## src/rtl/nec_ir_tx_if.sv

```systemverilog
// Request/response bundle between a frame source and the NEC infrared transmitter.
// The command byte pair and the envelope/LED drives travel together with the handshake.
interface nec_ir_tx_if;
   logic       start;
   logic       repeat_req;
   logic [7:0] address;
   logic [7:0] command;
   logic       ir_env;
   logic       ir_led;
   logic       busy;
   logic       done;

   modport master (
      output start, repeat_req, address, command,
      input  ir_env, ir_led, busy, done
   );

   modport slave (
      input  start, repeat_req, address, command,
      output ir_env, ir_led, busy, done
   );
endinterface

```

## src/rtl/nec_ir_tx.sv

```systemverilog
// NEC infrared transmitter: leader, 32 data bits LSB first, stop mark and idle gap,
// or a short repeat code. Active-low envelope plus a carrier-gated LED drive.
module nec_ir_tx #(
   parameter int UNIT_CYC     = 28125,
   parameter int CARR_HALF    = 658,
   parameter int LEAD_MARK_U  = 16,
   parameter int LEAD_SPACE_U = 8,
   parameter int REP_SPACE_U  = 4,
   parameter int ONE_SPACE_U  = 3,
   parameter int GAP_U        = 72
) (
   input  logic       clk,
   input  logic       rst,
   nec_ir_tx_if.slave bus
);

   localparam int CW = $clog2(UNIT_CYC + 1);
   localparam int KW = $clog2(CARR_HALF + 1);
   localparam logic [CW-1:0] CYC_LAST = CW'(UNIT_CYC - 1);
   localparam logic [KW-1:0] CAR_LAST = KW'(CARR_HALF - 1);

   typedef enum logic [2:0] {
      S_IDLE       = 3'd0,
      S_LEAD_MARK  = 3'd1,
      S_LEAD_SPACE = 3'd2,
      S_BIT_MARK   = 3'd3,
      S_BIT_SPACE  = 3'd4,
      S_STOP_MARK  = 3'd5,
      S_GAP        = 3'd6
   } state_t;

   state_t          state_r, state_s;
   logic [CW-1:0]   cyc_cnt_r, cyc_cnt_s;
   logic [7:0]      unit_cnt_r, unit_cnt_s;
   logic [7:0]      units_s;
   logic [4:0]      bit_idx_r, bit_idx_s;
   logic [31:0]     shreg_r, shreg_s;
   logic            rep_flag_r, rep_flag_s;
   logic            env_r, env_s;
   logic            car_r, car_s;
   logic [KW-1:0]   car_cnt_r, car_cnt_s;
   logic            busy_r, busy_s;
   logic            done_r, done_s;
   logic            unit_last_s;
   logic            seg_last_s;

   // Frame word as sent on air: address, its inverse, command, its inverse.
   function automatic logic [31:0] nec_frame(input logic [7:0] addr, input logic [7:0] cmd);
      return {~cmd, cmd, ~addr, addr};
   endfunction

   function automatic logic is_mark(input state_t st);
      logic m;
      case (st)
         S_LEAD_MARK, S_BIT_MARK, S_STOP_MARK: m = 1'b1;
         default:                              m = 1'b0;
      endcase
      return m;
   endfunction

   // Next-state, segment timing, carrier divider and output decode.
   always_comb begin
      state_s    = state_r;
      cyc_cnt_s  = cyc_cnt_r;
      unit_cnt_s = unit_cnt_r;
      bit_idx_s  = bit_idx_r;
      shreg_s    = shreg_r;
      rep_flag_s = rep_flag_r;
      car_s      = car_r;
      car_cnt_s  = car_cnt_r;
      done_s     = 1'b0;
      units_s    = 8'd1;

      case (state_r)
         S_LEAD_MARK:  units_s = 8'(LEAD_MARK_U);
         S_LEAD_SPACE: units_s = rep_flag_r ? 8'(REP_SPACE_U) : 8'(LEAD_SPACE_U);
         S_BIT_SPACE:  units_s = shreg_r[bit_idx_r] ? 8'(ONE_SPACE_U) : 8'd1;
         S_GAP:        units_s = 8'(GAP_U);
         default:      units_s = 8'd1;
      endcase

      unit_last_s = (cyc_cnt_r == CYC_LAST);
      seg_last_s  = unit_last_s && (unit_cnt_r == (units_s - 8'd1));

      case (state_r)
         S_IDLE: begin
            if (bus.start) begin
               state_s    = S_LEAD_MARK;
               shreg_s    = nec_frame(bus.address, bus.command);
               rep_flag_s = 1'b0;
            end else if (bus.repeat_req) begin
               state_s    = S_LEAD_MARK;
               rep_flag_s = 1'b1;
            end else begin
               state_s    = S_IDLE;
            end
         end
         S_LEAD_MARK: begin
            if (seg_last_s) state_s = S_LEAD_SPACE;
            else            state_s = state_r;
         end
         S_LEAD_SPACE: begin
            if (seg_last_s && rep_flag_r) begin
               state_s = S_STOP_MARK;
            end else if (seg_last_s) begin
               state_s   = S_BIT_MARK;
               bit_idx_s = 5'd0;
            end else begin
               state_s = state_r;
            end
         end
         S_BIT_MARK: begin
            if (seg_last_s) state_s = S_BIT_SPACE;
            else            state_s = state_r;
         end
         S_BIT_SPACE: begin
            if (seg_last_s && (bit_idx_r == 5'd31)) begin
               state_s = S_STOP_MARK;
            end else if (seg_last_s) begin
               state_s   = S_BIT_MARK;
               bit_idx_s = bit_idx_r + 5'd1;
            end else begin
               state_s = state_r;
            end
         end
         S_STOP_MARK: begin
            if (seg_last_s) state_s = S_GAP;
            else            state_s = state_r;
         end
         S_GAP: begin
            if (seg_last_s) begin
               state_s = S_IDLE;
               done_s  = 1'b1;
            end else begin
               state_s = state_r;
            end
         end
         default: state_s = S_IDLE;
      endcase

      // Counters restart on every state change so segment lengths never drift.
      if ((state_s != state_r) || (state_r == S_IDLE)) begin
         cyc_cnt_s  = '0;
         unit_cnt_s = 8'd0;
      end else if (unit_last_s) begin
         cyc_cnt_s  = '0;
         unit_cnt_s = unit_cnt_r + 8'd1;
      end else begin
         cyc_cnt_s  = cyc_cnt_r + CW'(1);
         unit_cnt_s = unit_cnt_r;
      end

      if (is_mark(state_s) && !is_mark(state_r)) begin
         car_cnt_s = '0;
         car_s     = 1'b1;
      end else if (is_mark(state_s) && (car_cnt_r == CAR_LAST)) begin
         car_cnt_s = '0;
         car_s     = ~car_r;
      end else if (is_mark(state_s)) begin
         car_cnt_s = car_cnt_r + KW'(1);
         car_s     = car_r;
      end else begin
         car_cnt_s = '0;
         car_s     = 1'b0;
      end

      env_s  = ~is_mark(state_s);
      busy_s = (state_s != S_IDLE);
   end

   // State and registered outputs; reset aborts any frame without a done pulse.
   always_ff @(posedge clk or posedge rst) begin
      if (rst) begin
         state_r    <= S_IDLE;
         cyc_cnt_r  <= '0;
         unit_cnt_r <= 8'd0;
         bit_idx_r  <= 5'd0;
         shreg_r    <= 32'd0;
         rep_flag_r <= 1'b0;
         env_r      <= 1'b1;
         car_r      <= 1'b0;
         car_cnt_r  <= '0;
         busy_r     <= 1'b0;
         done_r     <= 1'b0;
      end else begin
         state_r    <= state_s;
         cyc_cnt_r  <= cyc_cnt_s;
         unit_cnt_r <= unit_cnt_s;
         bit_idx_r  <= bit_idx_s;
         shreg_r    <= shreg_s;
         rep_flag_r <= rep_flag_s;
         env_r      <= env_s;
         car_r      <= car_s;
         car_cnt_r  <= car_cnt_s;
         busy_r     <= busy_s;
         done_r     <= done_s;
      end
   end

   // car_r is already forced low in spaces, so it is the LED drive directly.
   assign bus.ir_env = env_r;
   assign bus.ir_led = car_r;
   assign bus.busy   = busy_r;
   assign bus.done   = done_r;

endmodule

```

## src/flat_wrapper.sv

```systemverilog
// flat-port wrapper written by rule: the top's interface ports become plain ports
module nec_ir_tx_flat 
#(
   parameter int UNIT_CYC     = 28125,
   parameter int CARR_HALF    = 658,
   parameter int LEAD_MARK_U  = 16,
   parameter int LEAD_SPACE_U = 8,
   parameter int REP_SPACE_U  = 4,
   parameter int ONE_SPACE_U  = 3,
   parameter int GAP_U        = 72
)
  (clk, rst, bus_start, bus_repeat_req, bus_address, bus_command, bus_ir_env, bus_ir_led, bus_busy, bus_done);
  nec_ir_tx_if bus_i ();
  input  logic clk;
  input  logic rst;
  input wire logic [$bits(bus_i.start)-1:0] bus_start;
  input wire logic [$bits(bus_i.repeat_req)-1:0] bus_repeat_req;
  input wire logic [$bits(bus_i.address)-1:0] bus_address;
  input wire logic [$bits(bus_i.command)-1:0] bus_command;
  output wire logic [$bits(bus_i.ir_env)-1:0] bus_ir_env;
  output wire logic [$bits(bus_i.ir_led)-1:0] bus_ir_led;
  output wire logic [$bits(bus_i.busy)-1:0] bus_busy;
  output wire logic [$bits(bus_i.done)-1:0] bus_done;
  assign bus_i.start = bus_start;
  assign bus_i.repeat_req = bus_repeat_req;
  assign bus_i.address = bus_address;
  assign bus_i.command = bus_command;
  assign bus_ir_env = bus_i.ir_env;
  assign bus_ir_led = bus_i.ir_led;
  assign bus_busy = bus_i.busy;
  assign bus_done = bus_i.done;
  nec_ir_tx #(.UNIT_CYC(UNIT_CYC), .CARR_HALF(CARR_HALF), .LEAD_MARK_U(LEAD_MARK_U), .LEAD_SPACE_U(LEAD_SPACE_U), .REP_SPACE_U(REP_SPACE_U), .ONE_SPACE_U(ONE_SPACE_U), .GAP_U(GAP_U)) u_core (.clk(clk), .rst(rst), .bus(bus_i));
endmodule
```

## config.mk

```make
export PLATFORM = sky130hd
export DESIGN_NAME = nec_ir_tx_flat
export DESIGN_NICKNAME = d
export VERILOG_FILES = /design/src/rtl/nec_ir_tx_if.sv /design/src/rtl/nec_ir_tx.sv /design/src/flat_wrapper.sv
export SDC_FILE = /design/constraint.sdc
export NUM_CORES = 1
export LEC_CHECK = 0
export CAP_MARGIN = 20
export CELL_PAD_IN_SITES_DETAIL_PLACEMENT = 0
export CELL_PAD_IN_SITES_GLOBAL_PLACEMENT = 2
export CORE_MARGIN = 1
export CORE_UTILIZATION = 41
export DETAILED_ROUTE_END_ITERATION = 16
export GPL_ROUTABILITY_DRIVEN = 0
export PLACE_DENSITY = 0.9
export SLEW_MARGIN = 20
export SYNTH_ARGS = -nofsm -noshare
export SYNTH_HDL_FRONTEND = slang
export SYNTH_SLANG_ARGS = --single-unit
```

## constraint.sdc

```tcl
create_clock -name clk -period 6.67 [get_ports clk]
set_input_delay 1.334 -clock clk [delete_from_list [all_inputs] [get_ports clk]]
set_output_delay 1.334 -clock clk [all_outputs]
set_load 0.01 [all_outputs]
```

==> insert_results.sql <==
INSERT INTO impl_metrics (metric_group, metric, value, unit) VALUES
('status', 'run_status', 'finished clean', ''),
('hold_path', 'worstHoldStart', 'u_core.shreg_r[1]', ''),
('detailed_routing', 'route.vias.total', '2846', ''),
('grt', 'global_route_wire_length_before_repair', '13300', 'um'),
('floorplan', 'die_width', '100', 'um'),
('timing', 'finalSetupViolCount', '0', ''),
('grt', 'grtUsageTotal', '0.169', ''),
('grt', 'pin_count_of_the_biggest_net_entering_global_routing', '53', ''),
('detailed_routing', 'post_route_antenna_net_violation_count', '0', ''),
('floorplan', 'design.die.area', '10100', 'um^2'),
('job', 'maxCapViolCount', '0', ''),
('finish', 'finalCoreUtilization', '0.480', ''),
('floorplan', 'boundary_pins', '24', ''),
('timing', 'hold_ws', '481', 'ps'),
('clock_network', 'cts_post_setup_buffers_inserted', '0', ''),
('clock_network', 'cts_made_buffers', '9', ''),
('timing', 'setup_slack', '2230', 'ps'),
('detailed_routing', 'vias_per_cell', '5.05', ''),
('detailed_routing', 'drt_iter0_markers', '143', ''),
('synth', 'synth_nets', '440', ''),
('timing', 'fin_tns_setup', '0', 'ps'),
('timing', 'unrepaired_setup_endpoints_after_global_routing', 'no', ''),
('worst_setup_path', 'crit-reg2reg-launch', 'u_core.bit_idx_r[0]', ''),
('finish', 'area_delta_synth_final', '12.7', '%'),
('detailed_routing', 'firstDrtPassIters', '4', ''),
('clock_network', 'clockBufferDepth', '2', ''),
('synth', 'postSynthCellCount', '412', ''),
('worst_setup_path', 'r2r_slack', '2230', 'ps'),
('worst_setup_path', 'r2r_cells', '11', ''),
('hold_path', 'holdCritPathClass', 'flop to flop', ''),
('worst_setup_path', 'cp.required', '6890', 'ps'),
('timing', 'final.setup_skew', '9.81', 'ps'),
('finish', 'nFillCells', '900', ''),
('synth', 'synth.distinct_cells', '52', ''),
('floorplan', 'starting_utilization_of_the_core_area', '0.426', ''),
('place', 'hpwlAfterDp', '5190', 'um'),
('timing', 'period_needed', '4440', 'ps'),
('detailed_routing', 'drt_wl_total', '7510', 'um'),
('timing', 'period_share', '0.666', ''),
('floorplan', 'chipHeight', '100', 'um'),
('clock_network', 'h_tree_depth_reported_by_cts', '3', ''),
('worst_setup_path', 'startpoint_type', 'flop', ''),
('worst_setup_path', 'endpoint_kind', 'flop', ''),
('synth', 'post_synth_instance_area', '3980', 'um^2'),
('synth', 'ys.warnings.count', '0', ''),
('detailed_routing', 'post_drt_wl_per_cell', '13.3', 'um'),
('place', 'place_ws', '2180', 'ps'),
('timing', 'maxSlewViolCount', '0', ''),
('synth', 'sequential_cell_area_fraction_in_the_yosys_report', '0.491', ''),
('clock_network', 'cts.root.buffer_cell', 'clkbuf_8', ''),
('power', 'power.density_cell_area', '184', 'nW/um^2'),
('clock_network', 'clock_net_sink_count', '78', ''),
('grt', 'antenna_violations_before_repair', '0', ''),
('finish', 'n_antenna_cell', '0', ''),
('detailed_routing', 'drc_errors', '0', ''),
('floorplan', 'placeableCoreArea', '9330', 'um^2'),
('hold_path', 'worst_hold_path.endpoint', 'u_core.shreg_r[1]', ''),
('clock_network', 'clk_transition_reported_paths', '90', 'ps'),
('clock_network', 'clk-insertion-delay-late', '350', 'ps'),
('worst_setup_path', 'worst-path-max-fanout', '17', ''),
('timing', 'fmax', '225', 'MHz'),
('synth', 'synth-seq-cells', '78', ''),
('clock_network', 'postCtsHoldBufs', '0', ''),
('synth', 'synth_async_sr_flop_share', '1.00', ''),
('floorplan', 'core.rowCount', '35', ''),
('finish', 'layout.nets', '458', ''),
('power', 'ir_worst_vdd', '0.0886', 'mV'),
('worst_setup_path', 'worstSetupPathType', 'flop to flop', ''),
('timing', 'slew_headroom', '0.422', ''),
('synth', 'synth_edf_count', '0', ''),
('grt', 'first_global_vias', '2775', ''),
('worst_setup_path', 'critical_path_arrival', '4670', 'ps'),
('timing', 'finalHoldViolations', '0', ''),
('grt', 'grt_overflow', '0', ''),
('synth', 'synthFlopType', 'dfrtp_1', ''),
('hold_path', 'min_path_cells', '2', ''),
('finish', 'drive_above_1_share', '0.0874', ''),
('synth', 'synth_area_per_cell', '9.65', 'um^2'),
('power', 'total_leakage_power', '0.00207', 'uW'),
('place', 'numPortBuffers', '23', ''),
('clock_network', 'cts_tree', 'done', ''),
('worst_setup_path', 'regToRegEndpoint', 'u_core.state_r[0]', ''),
('clock_network', 'cts_resized', '0', ''),
('timing', 'tightestPinTransition', '863', 'ps');
[cells by family after synthesis]
| kind of cell | after synthesis | synth area share |
|---|---|---|
| and+or+nand+nor | 201 | 0.235 |
| DFF | 78 | 0.491 |
| AOI/OAI and AO/OA | 51 | 0.0784 |
| xor gates and xnor gates | 31 | 0.0702 |
| buffers and inverters | 28 | 0.0302 |
| muxes | 15 | 0.0699 |
| adders and majority gates | 8 | 0.0252 |
[critical path, stage by stage (launching register included)]
cell and delay, ps:
dfrtp_1 740, mux4_2 590, mux4_2 480, mux2_2 270, nand2_1 80, ha_1 230
o21ai_1 110, a211oi_1 290, xor2_1 160, nor4b_4 790, a21oi_1 140, a2111oi_1 430
[cell type report]
type / count / area (um^2) / share of cell area
inverters: 10 / 37.5 / 0.00838
flip-flops and latches: 78 / 1950 / 0.436
multi-input cells: 306 / 1900 / 0.425
repair buffers: 25 / 245 / 0.0547
clock buffers: 9 / 124 / 0.0276
clock inverters: 7 / 57.6 / 0.0128
well taps: 129 / 161 / 0.0360
[where the power goes]
part | internal [uW] | switching [uW] | total, uW | leakage [uW]
logic | 10.5 | 12.5 | 23.0 | 0.000938
registers | 472 | 0 | 472 | 0.00104
clock network | 140 | 188 | 329 | 0.0000881
total | 623 | 201 | 824 | 0.00207
[cells in the mapped netlist, types with 2 or more instances]
master | count | area [um^2]
nand2_1 | 78 | 293
buf_1 | 2 | 7.51
mux2i_1 | 3 | 30.0
or3_1 | 4 | 25.0
xnor2_1 | 11 | 96.3
xor2_1 | 19 | 166
nand3_1 | 18 | 90.1
and3_1 | 5 | 31.3
and2_1 | 5 | 31.3
buf_2 | 3 | 15.0
inv_1 | 10 | 37.5
ha_1 | 8 | 100
clkbuf_1 | 11 | 41.3
nor2b_1 | 2 | 12.5
nand2b_1 | 4 | 25.0
a21oi_1 | 25 | 125
mux2_2 | 2 | 22.5
o21ai_0 | 10 | 50.1
and4_1 | 2 | 17.5
nor4_1 | 3 | 18.8
nand4_1 | 4 | 25.0
dfrtp_1 | 77 | 1930
nor3_1 | 9 | 45.0
mux4_2 | 10 | 225
nor4bb_1 | 2 | 20.0
a31oi_1 | 2 | 12.5
a21o_1 | 2 | 15.0
nor2_1 | 57 | 214
[stage by stage]
stage          power, uW  instance area [um^2]  cells
6_report             824                  4480    564
2_1_floorplan        489                  3980    412
4_1_cts              839                  4480    564
5_1_grt              864                  4480    564
3_3_place_gp         505                  4300    548
3_5_place_dp         506                  4300    548
[cells in the final DEF (no fill, tap or decap), drive strengths merged, types with 2 or more instances in the layout]
master / Yosys / final
xor2: 20 / 20
mux2i: 3 / 3
a21o: 2 / 2
or3: 4 / 4
inv: 10 / 13
clkinv: 0 / 2
nor3: 9 / 9
and4: 2 / 2
a21oi: 25 / 25
nor2b: 2 / 2
dfrtp: 77 / 77
buf: 7 / 2
mux4: 10 / 10
and3: 5 / 5
nand4: 4 / 4
ha: 8 / 8
clkbuf: 11 / 9
nand2b: 4 / 4
mux2: 2 / 2
nor2: 57 / 57
clkdlybuf4s50: 0 / 23
xnor2: 11 / 11
nor4: 3 / 3
a31oi: 2 / 2
nand2: 78 / 78
and2: 5 / 5
o21ai: 11 / 11
nor4bb: 2 / 2
clkinvlp: 0 / 2
nand3: 19 / 19
[flip-flops by register name, summed over array words and instances (netlist names)]
signal / count
u_core.bit_idx_r: 5
u_core.bus.busy: 1
u_core.bus.done: 1
u_core.bus.ir_env: 1
u_core.bus.ir_led: 1
u_core.car_cnt_r: 10
u_core.cyc_cnt_r: 15
u_core.rep_flag_r: 1
u_core.shreg_r: 32
u_core.state_r: 3
u_core.unit_cnt_r: 8
[layer usage]
metal,up-vias,GRT usage,part of all wire
met3,6,0.0444,0.030
met1,1365,0.241,0.51
li1,1442,-,-
met5,-,0,0
met2,33,0.257,0.45
met4,0,0.0468,0.010
[how the worst max path moves through the flow]
stage,start,slack (ps),endpoint,depth (start not counted)
final,u_core.bit_idx_r[0],2230,u_core.state_r[0],11
after global routing,u_core.bit_idx_r[0],1810,u_core.state_r[0],11
after CTS,u_core.bit_idx_r[0],2140,u_core.state_r[0],11
after detailed placement,u_core.bit_idx_r[0],2180,u_core.bit_idx_r[0],11
after global placement,u_core.bit_idx_r[0],2290,u_core.bit_idx_r[0],11
after floorplan,u_core.bit_idx_r[0],2790,u_core.state_r[1],13
No activity file was read; power rests on OpenSTA's default activity.
